$ cat config.mk
export PLATFORM = sky130hd
export DESIGN_NAME = chip_bus_arbiter
export DESIGN_NICKNAME = d
export VERILOG_FILES = /design/src/rtl/chip_bus_arbiter.sv
export SDC_FILE = /design/constraint.sdc
export NUM_CORES = 1
export LEC_CHECK = 0
export CAP_MARGIN = 0
export CORE_ASPECT_RATIO = 1.25
export CORE_MARGIN = 2
export CORE_UTILIZATION = 55
export CTS_CLUSTER_SIZE = 16
export DETAILED_ROUTE_END_ITERATION = 16
export GPL_TIMING_DRIVEN = 0
export PLACE_DENSITY = 0.79
export SETUP_SLACK_MARGIN = 0.4
export SYNTH_ARGS = -nofsm -noshare
export SYNTH_HDL_FRONTEND = slang
export SYNTH_SLANG_ARGS = --single-unit
$ cat constraint.sdc
create_clock -name clock -period 3.2 [get_ports clock]
set_clock_uncertainty 0.1 [all_clocks]
set_input_delay 0.64 -clock clock [delete_from_list [all_inputs] [get_ports clock]]
set_output_delay 0.64 -clock clock [all_outputs]
set_load 0.02 [all_outputs]
$ cat src/rtl/chip_bus_arbiter.sv
// chip_bus_arbiter: round-robin owner selection for a shared chip_bus slave.
// Each tenure is bounded by a transfer quota (only enforced when another
// master is waiting) and by a watchdog on missing ready pulses. A single
// zero-grant turnaround cycle separates every change of ownership.
module chip_bus_arbiter #(
  parameter int NUM_MASTERS = 4,
  parameter int MAX_XFERS   = 8,
  parameter int TIMEOUT     = 64
) (
  input  logic                           clock,
  input  logic                           reset,
  input  logic [NUM_MASTERS-1:0]         request,
  input  logic                           ready,
  output logic [NUM_MASTERS-1:0]         grant,
  output logic [$clog2(NUM_MASTERS)-1:0] owner,
  output logic                           bus_busy,
  output logic                           timeout_err
);

  localparam int OW = $clog2(NUM_MASTERS);

  typedef enum logic [1:0] {
    IDLE  = 2'd0,
    OWNED = 2'd1,
    TURN  = 2'd2
  } state_t;

  state_t                 state, state_n;
  logic [7:0]             xfer_cnt, xfer_cnt_n;
  logic [15:0]            wdog_cnt, wdog_cnt_n;
  logic [NUM_MASTERS-1:0] grant_n;
  logic [OW-1:0]          owner_n;
  logic                   bus_busy_n;
  logic                   timeout_err_n;

  logic [NUM_MASTERS-1:0] owner_onehot;
  logic                   others_waiting;
  logic                   rr_found;
  logic [OW-1:0]          rr_winner;
  logic [NUM_MASTERS-1:0] rr_grant;
  logic                   quota_hit;
  logic                   wdog_hit;

  // Decode the owner and look for competing requesters for the quota check.
  always_comb begin
    owner_onehot   = {{(NUM_MASTERS-1){1'b0}}, 1'b1} << owner;
    others_waiting = |(request & ~owner_onehot);
    quota_hit      = (xfer_cnt == 8'(MAX_XFERS - 1));
    wdog_hit       = (wdog_cnt == 16'(TIMEOUT - 1));
  end

  // Round-robin search starting just after the last owner so it re-wins only when alone.
  always_comb begin
    int            idx;
    logic [OW-1:0] pos;
    rr_found  = 1'b0;
    rr_winner = owner;
    idx       = 0;
    pos       = '0;
    for (int i = 1; i <= NUM_MASTERS; i++) begin
      idx = int'(owner) + i;
      if (idx >= NUM_MASTERS) idx = idx - NUM_MASTERS;
      pos = OW'(idx);
      if (!rr_found && request[pos]) begin
        rr_found  = 1'b1;
        rr_winner = pos;
      end
    end
    rr_grant = {{(NUM_MASTERS-1){1'b0}}, 1'b1} << rr_winner;
  end

  // Next-state and next-output logic; release beats watchdog beats preemption.
  always_comb begin
    state_n       = state;
    grant_n       = grant;
    owner_n       = owner;
    bus_busy_n    = bus_busy;
    xfer_cnt_n    = xfer_cnt;
    wdog_cnt_n    = wdog_cnt;
    timeout_err_n = 1'b0;
    case (state)
      IDLE, TURN: begin
        if (rr_found) begin
          state_n    = OWNED;
          grant_n    = rr_grant;
          owner_n    = rr_winner;
          bus_busy_n = 1'b1;
          xfer_cnt_n = '0;
          wdog_cnt_n = '0;
        end else begin
          state_n    = IDLE;
          grant_n    = '0;
          bus_busy_n = 1'b0;
        end
      end
      OWNED: begin
        if (!request[owner]) begin
          state_n    = TURN;
          grant_n    = '0;
          bus_busy_n = 1'b0;
        end else if (wdog_hit && !ready) begin
          state_n       = TURN;
          grant_n       = '0;
          bus_busy_n    = 1'b0;
          timeout_err_n = 1'b1;
        end else if (ready && quota_hit && others_waiting) begin
          state_n    = TURN;
          grant_n    = '0;
          bus_busy_n = 1'b0;
        end else if (ready) begin
          if (!quota_hit) xfer_cnt_n = xfer_cnt + 8'd1;
          wdog_cnt_n = '0;
        end else begin
          wdog_cnt_n = wdog_cnt + 16'd1;
        end
      end
      default: begin
        state_n    = IDLE;
        grant_n    = '0;
        bus_busy_n = 1'b0;
      end
    endcase
  end

  // State, counters and all outputs are registered; reset clears them at once.
  always_ff @(posedge clock or posedge reset) begin
    if (reset) begin
      state       <= IDLE;
      grant       <= '0;
      owner       <= OW'(NUM_MASTERS - 1);
      bus_busy    <= 1'b0;
      timeout_err <= 1'b0;
      xfer_cnt    <= '0;
      wdog_cnt    <= '0;
    end else begin
      state       <= state_n;
      grant       <= grant_n;
      owner       <= owner_n;
      bus_busy    <= bus_busy_n;
      timeout_err <= timeout_err_n;
      xfer_cnt    <= xfer_cnt_n;
      wdog_cnt    <= wdog_cnt_n;
    end
  end

endmodule

**Word level (Yosys, flattened, before mapping)**

Cells that the tools add are included.

- Magnitude comparators: 9
- Shift-type cells: 2
- Add/subtract/negate cells: 10
- Multiplexer cells: 53
- Bitwise logic cells: 2
- Reductions and logical operators: 17
- Equality and inequality tests: 11

Operators with widths:

| cell | number |
|---|---|
| two-way mux 16 bit | 5 |
| two-way mux 8 bit | 6 |
| case mux 16 bit (2 select lines) | 1 |
| two-way mux 2 bit | 11 |
| two-way mux 1 bit | 17 |
| adder 16 x 1 -> 16 bit, second input constant | 1 |
| == test 16 x 6 -> 1 bit, second input constant | 1 |
| two-way mux 4 bit | 4 |
| case mux 8 bit (2 select lines) | 1 |
| less-than comparator 2 x 3 -> 1 bit, second input constant | 5 |
| inequality test 2 bit, second input constant | 6 |
| binary-select mux 1 bit (select 2 bit) | 5 |
| greater-or-equal comparator 3 bit, second input constant | 3 |
| adder 8 x 1 -> 8 bit, second input constant | 1 |
| == test 8 x 3 -> 1 bit, second input constant | 1 |
| case mux 4 bit (2 select lines) | 1 |
| << shifter 1 x 2 -> 4 bit, first input constant | 2 |
| subtractor 2 x 1 -> 2 bit, second input constant | 4 |
| AND reduction 7 bit | 1 |
| adder 2 x 2 -> 3 bit, second input constant | 2 |
| logical AND 1 bit | 6 |
| AND reduction 5 bit | 1 |
| adder 2 x 3 -> 4 bit, second input constant | 1 |
| AND 4 bit | 1 |
| 14 further kinds | 17 |

- Register bits: 34
- Word-level logic and storage cells: 111

**Logic depth before layout (Yosys ltp)**

- Word-level depth: 18
- Depth in mapped cells: 10
- Gate-level depth less buffers: 8

**Least setup slack after synthesis**

No wires, ideal clock.

- Path type: register to register
- From: reg owner[0]
- To: reg grant[3]
- Clock period less this slack: 2.470 ns
- Path buffers: 1
- Library setup time: 0.121 ns
- Arrival time: 2.249 ns
- Cell stages (with the launch flop): 9
- Slack: 0.730 ns
- Required time: 2.979 ns
- Cell sequence: dfstp_2 > buf_4 > inv_1 > ha_1 > mux4_2 > a31oi_1 > xnor2_1 > nor2_1 > a22o_1

- Longest elaborated chain between the ends: 18
- Elaborated cells between the ends (all ways): 50
- Classes of those cells: add/sub (8); order compare (4); eq/ne (1); shift (2); mux (25); bitwise (2); reduce/logical (8)

Ends and longest elaborated chain:

| item | line | source |
|---|---|---|
| start: declaration | 15 | `output logic [$clog2(NUM_MASTERS)-1:0] owner,` |
| start signal: assignment | 130 | `owner <= OW'(NUM_MASTERS - 1);` |
| start signal: assignment | 138 | `owner <= owner_n;` |
| adder 2 x 1 -> 3 bit | 61 | `idx = int'(owner) + i;` |
| greater-or-equal comparator 3 bit or subtractor 2 x 1 -> 2 bit (tied branches) | 62 | `if (idx >= NUM_MASTERS) idx = idx - NUM_MASTERS;` |
| two-way mux 2 bit | 62 |  |
| binary-select mux 1 bit (select 2 bit) | 64 | `if (!rr_found && request[pos]) begin` |
| two-way mux 1 bit (implied by the code) | 64 |  |
| two-way mux 1 bit | 64 |  |
| zero test 1 bit | 64 |  |
| logical AND 1 bit | 64 |  |
| [2 not listed] | -- |  |
| logical AND 1 bit | 64 |  |
| two-way mux 1 bit | 64 |  |
| zero test 1 bit | 64 |  |
| logical AND 1 bit | 64 |  |
| two-way mux 2 bit | 64 |  |
| << shifter 1 x 2 -> 4 bit | 69 | `rr_grant = {{(NUM_MASTERS-1){1'b0}}, 1'b1} << rr_winner;` |
| two-way mux 4 bit | 83 | `if (rr_found) begin` |
| case mux 4 bit (2 select lines) | 81 | `case (state)` |
| end signal: assignment | 137 | `grant <= grant_n;` |
| end: declaration | 14 | `output logic [NUM_MASTERS-1:0] grant,` |

Parallel ways exist; a longest one is shown, timed or not. The select of a mux whose other input is x is not followed.
A chain may end at the register's enable or synchronous reset.

**Worst setup path in the final report**

Ends and elaborated chain as after synthesis.

==> summary.md <==
| Metric | Value |
|---|---|
| Crit-path slowest cell | `dfstp_2` |
| WP data arrival | `about 2.7 ns` |
| Number of detailed-route iterations in the first pass | `10` |
| # hold bufs at CTS | `0` |
| Mapped Avg Cell Area | `about 8.7 um^2` |
| Most frequent cells in the layout | `dfrtp_1, nor2_1, o21ai_0` |
| Leak Pwr | `slightly below 1 nW` |
| Syn Std Cell Area | `between 2000 and 2500 um^2` |
| CP startpoint | `owner[0]$_DFFE_PP1P_` |
| Sum Neg Setup Slack | `0 ns` |
| Layout cells sized above 1 | `10.9%` |
| Utilization after layout | `approximately two thirds` |
| Fmax | `~0.38 GHz` |
| CTS H-Tree Depth | `2` |
| Max-cap violations | `0` |
| Die X | `58.9 um` |
| Worst slew margin | `a little under half` |
| Worst-path clk slew | `0.07 ns` |
| RSZ-0062 raised after global routing | `no` |
| DR vias | `~1,900` |
| Fillers | `309` |
| Final net count | `270` |
| Postcts setup bufs | `0` |
| Initial antenna violation count | `0` |
| Final cycle utilization of the critical path | `around four fifths` |
| Longest Clk Path Bufs | `2` |
| ANT cells | `0` |
| First-pass GRT wire length | `just under 8 mm` |
| Fin. max-slew vios | `0` |
| Worst Max-Slew Pin Slew | `around 0.8 ns` |
| Crit. End Element | `register` |
| Crit-path cells | `buf_4 > inv_1 > ha_2 > mux4_2 > a31oi_1 > xnor2_1 > nor2_1 > a22o_1` |
| Core area | `about 3500 um^2` |
| Unique masters post-synth | `45` |
| Required time worst endpoint | `~3.3 ns` |
| Yosys warning count | `0` |
| Antenna Violating Nets Remaining | `0` |
| Peak VDD IR | `462 uV` |
| Wire per inst | `15.2 um` |
| FF+latch area | `~850 um^2` |
| Skew-Pair Late Insertion Delay | `0.29 ns` |
| Predominant post-synthesis flop cell | `dfrtp_1` |
| Drt drc | `1` |
| Area of the multi-input gates | `between 1000 and 1500 um^2` |
| Crit-path max FO | `10` |
| Post-DP HPWL | `roughly 3.2 mm` |
| Clock Sink Count | `34` |
| DIE AREA | `4280 um^2` |
| Min Tclk post-route | `approximately 2.6 ns` |
| Mapped Cells | `roughly 240` |
| Die Span Y | `72.7 um` |
| Total gr overflow | `0` |
| Status | `finished with violations` |
| Commonest non-fill, non-tap cell in the layout | `dfrtp_1` |
| Slowest Stage Delay on Critical Path | `0.56 ns` |
| Pin count of the biggest net entering global routing | `35` |
| Cell row count | `24` |
| Number of global-route vias before repair | `between 1,500 and 2,000` |
| Critical path class | `reg -> reg` |
| Worst hold margin | `0.391 ns` |
| Port Buf Inserts | `12` |
| Final WL | `4.53 mm` |
| R2r startpoint | `owner[0]$_DFFE_PP1P_` |
| # IOs | `15` |
| Non-filler cells, final | `slightly below 300` |
| FFs w/ async S/R, synth | `100%` |
| Failing checks | `design-rule violations` |
| Seq/Total Area, Yosys | `roughly two fifths` |
| Initial Utilization | `approximately three fifths` |
| Starting DRT DRC Count | `around 180` |
| Final hold violation count | `0` |
| Yosys reg bits | `34` |
| Hold_sp | `grant[1]$_DFFE_PP0P_` |
| Mapped Nets | `between 200 and 300` |
| EDFF count, synth | `0` |
| DP Cell Count | `289` |
| Power Dens Cells | `a little under 800 nW/um^2` |
| Clock tree from TritonCTS | `done` |
| Final setup fails | `0` |
| CTS root buf | `clkbuf_8` |
| Area Overhead vs Synth | `13.6%` |
| Tot GR Track Use | `approximately a quarter` |
| CP Launch Type | `register` |
| GP Congestion | `between 0.8 and 0.9` |
| Cts repair resizes | `0` |
| Hold Crit Class | `reg -> reg` |
| Vias per cell | `6.30` |
| Num CTS Buffers | `5` |
-- metrics by stage --
step           worst slack (ns)  area, um^2  total power [mW]
3_5_place_dp              0.223        2240              1.46
5_1_grt                   0.420        2360              1.95
4_1_cts                   0.530        2330              1.79
2_1_floorplan             0.730        2070              1.22
6_report                  0.577        2360              1.81
3_3_place_gp              0.254        2240              1.44
-- layer usage --
layer | vias to the layer above | GRT usage [%] | routed length, um
li1 | 905 | - | -
met1 | 925 | 30.8 | 2010
met2 | 32 | 39.5 | 2310
met3 | 9 | 3.90 | 130
met4 | 0 | 9.34 | 75
met5 | - | 0 | 0
-- worst max-delay path: cells and delay by family, from the launching register on --
family,cells,cell delay (ns)
mux,1,0.32
fa+ha+maj,1,0.42
compound gates,2,0.43
xor+xnor,1,0.23
simple gates,1,0.12
buf+inv,2,0.32
flops,1,0.56
-- flip-flops by register name, summed over array words and instances, names as in the netlist --
register     flops
wdog_cnt        16
xfer_cnt         8
bus_busy         1
state            2
owner            2
timeout_err      1
grant            4
-- power breakdown --
part,switching [mW],internal (mW),leakage (nW)
Combinational,0.546,0.353,0.473
Sequential,0.0687,0.513,0.458
Clock,0.159,0.174,0.0482
Total,0.774,1.04,0.979
-- path summary, 6_finish.rpt --
path | endpoint | slack [ns] | depth (start not counted)
min in group asynchronous | wdog_cnt[0]$_DFFE_PP0P_ | 0.68 | 2
worst min-delay path | grant[1]$_DFFE_PP0P_ | 0.39 | 2
worst max register to register | grant[3]$_DFFE_PP0P_ | 0.58 | 8
max in group asynchronous | wdog_cnt[12]$_DFFE_PP0P_ | 1.87 | 2
worst max-delay path | grant[3]$_DFFE_PP0P_ | 0.58 | 8
worst min register to register | grant[1]$_DFFE_PP0P_ | 0.39 | 2
-- synth_stat cells (2+ instances only) --
master | number | area share [%]
nor2_1 | 29 | 5.2
and3_1 | 5 | 1.5
nand2_1 | 27 | 4.9
o31ai_1 | 2 | 0.72
a21oi_1 | 12 | 2.9
mux2i_1 | 4 | 1.9
o41ai_1 | 3 | 1.3
mux4_2 | 2 | 2.2
dfrtp_1 | 32 | 39
nor3_1 | 5 | 1.2
or3_1 | 2 | 0.60
xnor2_1 | 7 | 3.0
nor4_1 | 9 | 2.7
nor2b_1 | 2 | 0.60
inv_1 | 8 | 1.4
nand2b_1 | 6 | 1.8
o21ai_0 | 29 | 7.0
ha_1 | 6 | 3.6
nand3_1 | 7 | 1.7
clkbuf_1 | 3 | 0.54
a21o_1 | 2 | 0.72
nand4_1 | 7 | 2.1
dfstp_2 | 2 | 2.5
a31oi_1 | 6 | 1.8
-- layout make-up --
type,instances,share of cell area (%)
Inverter,8,1.27
Tap cell,39,2.07
Buffer,7,1.70
Clock inverter,1,0.212
Clock buffer,7,3.66
Multi-Input combinational cell,189,49.8
Sequential cell,34,36.2
Timing Repair Buffer,12,5.10
-- cells by family (layout without fill, tap and decap cells) --
family | after synthesis | in the layout | share of synthesized area [%]
buf+inv | 15 | 35 | 3.38
simple gates | 106 | 106 | 25.3
compound gates | 63 | 63 | 19.0
flops | 34 | 34 | 41.1
fa+ha+maj | 6 | 6 | 3.62
mux | 7 | 7 | 4.64
xor+xnor | 7 | 7 | 2.96
Power figures use the tool's default switching activity.
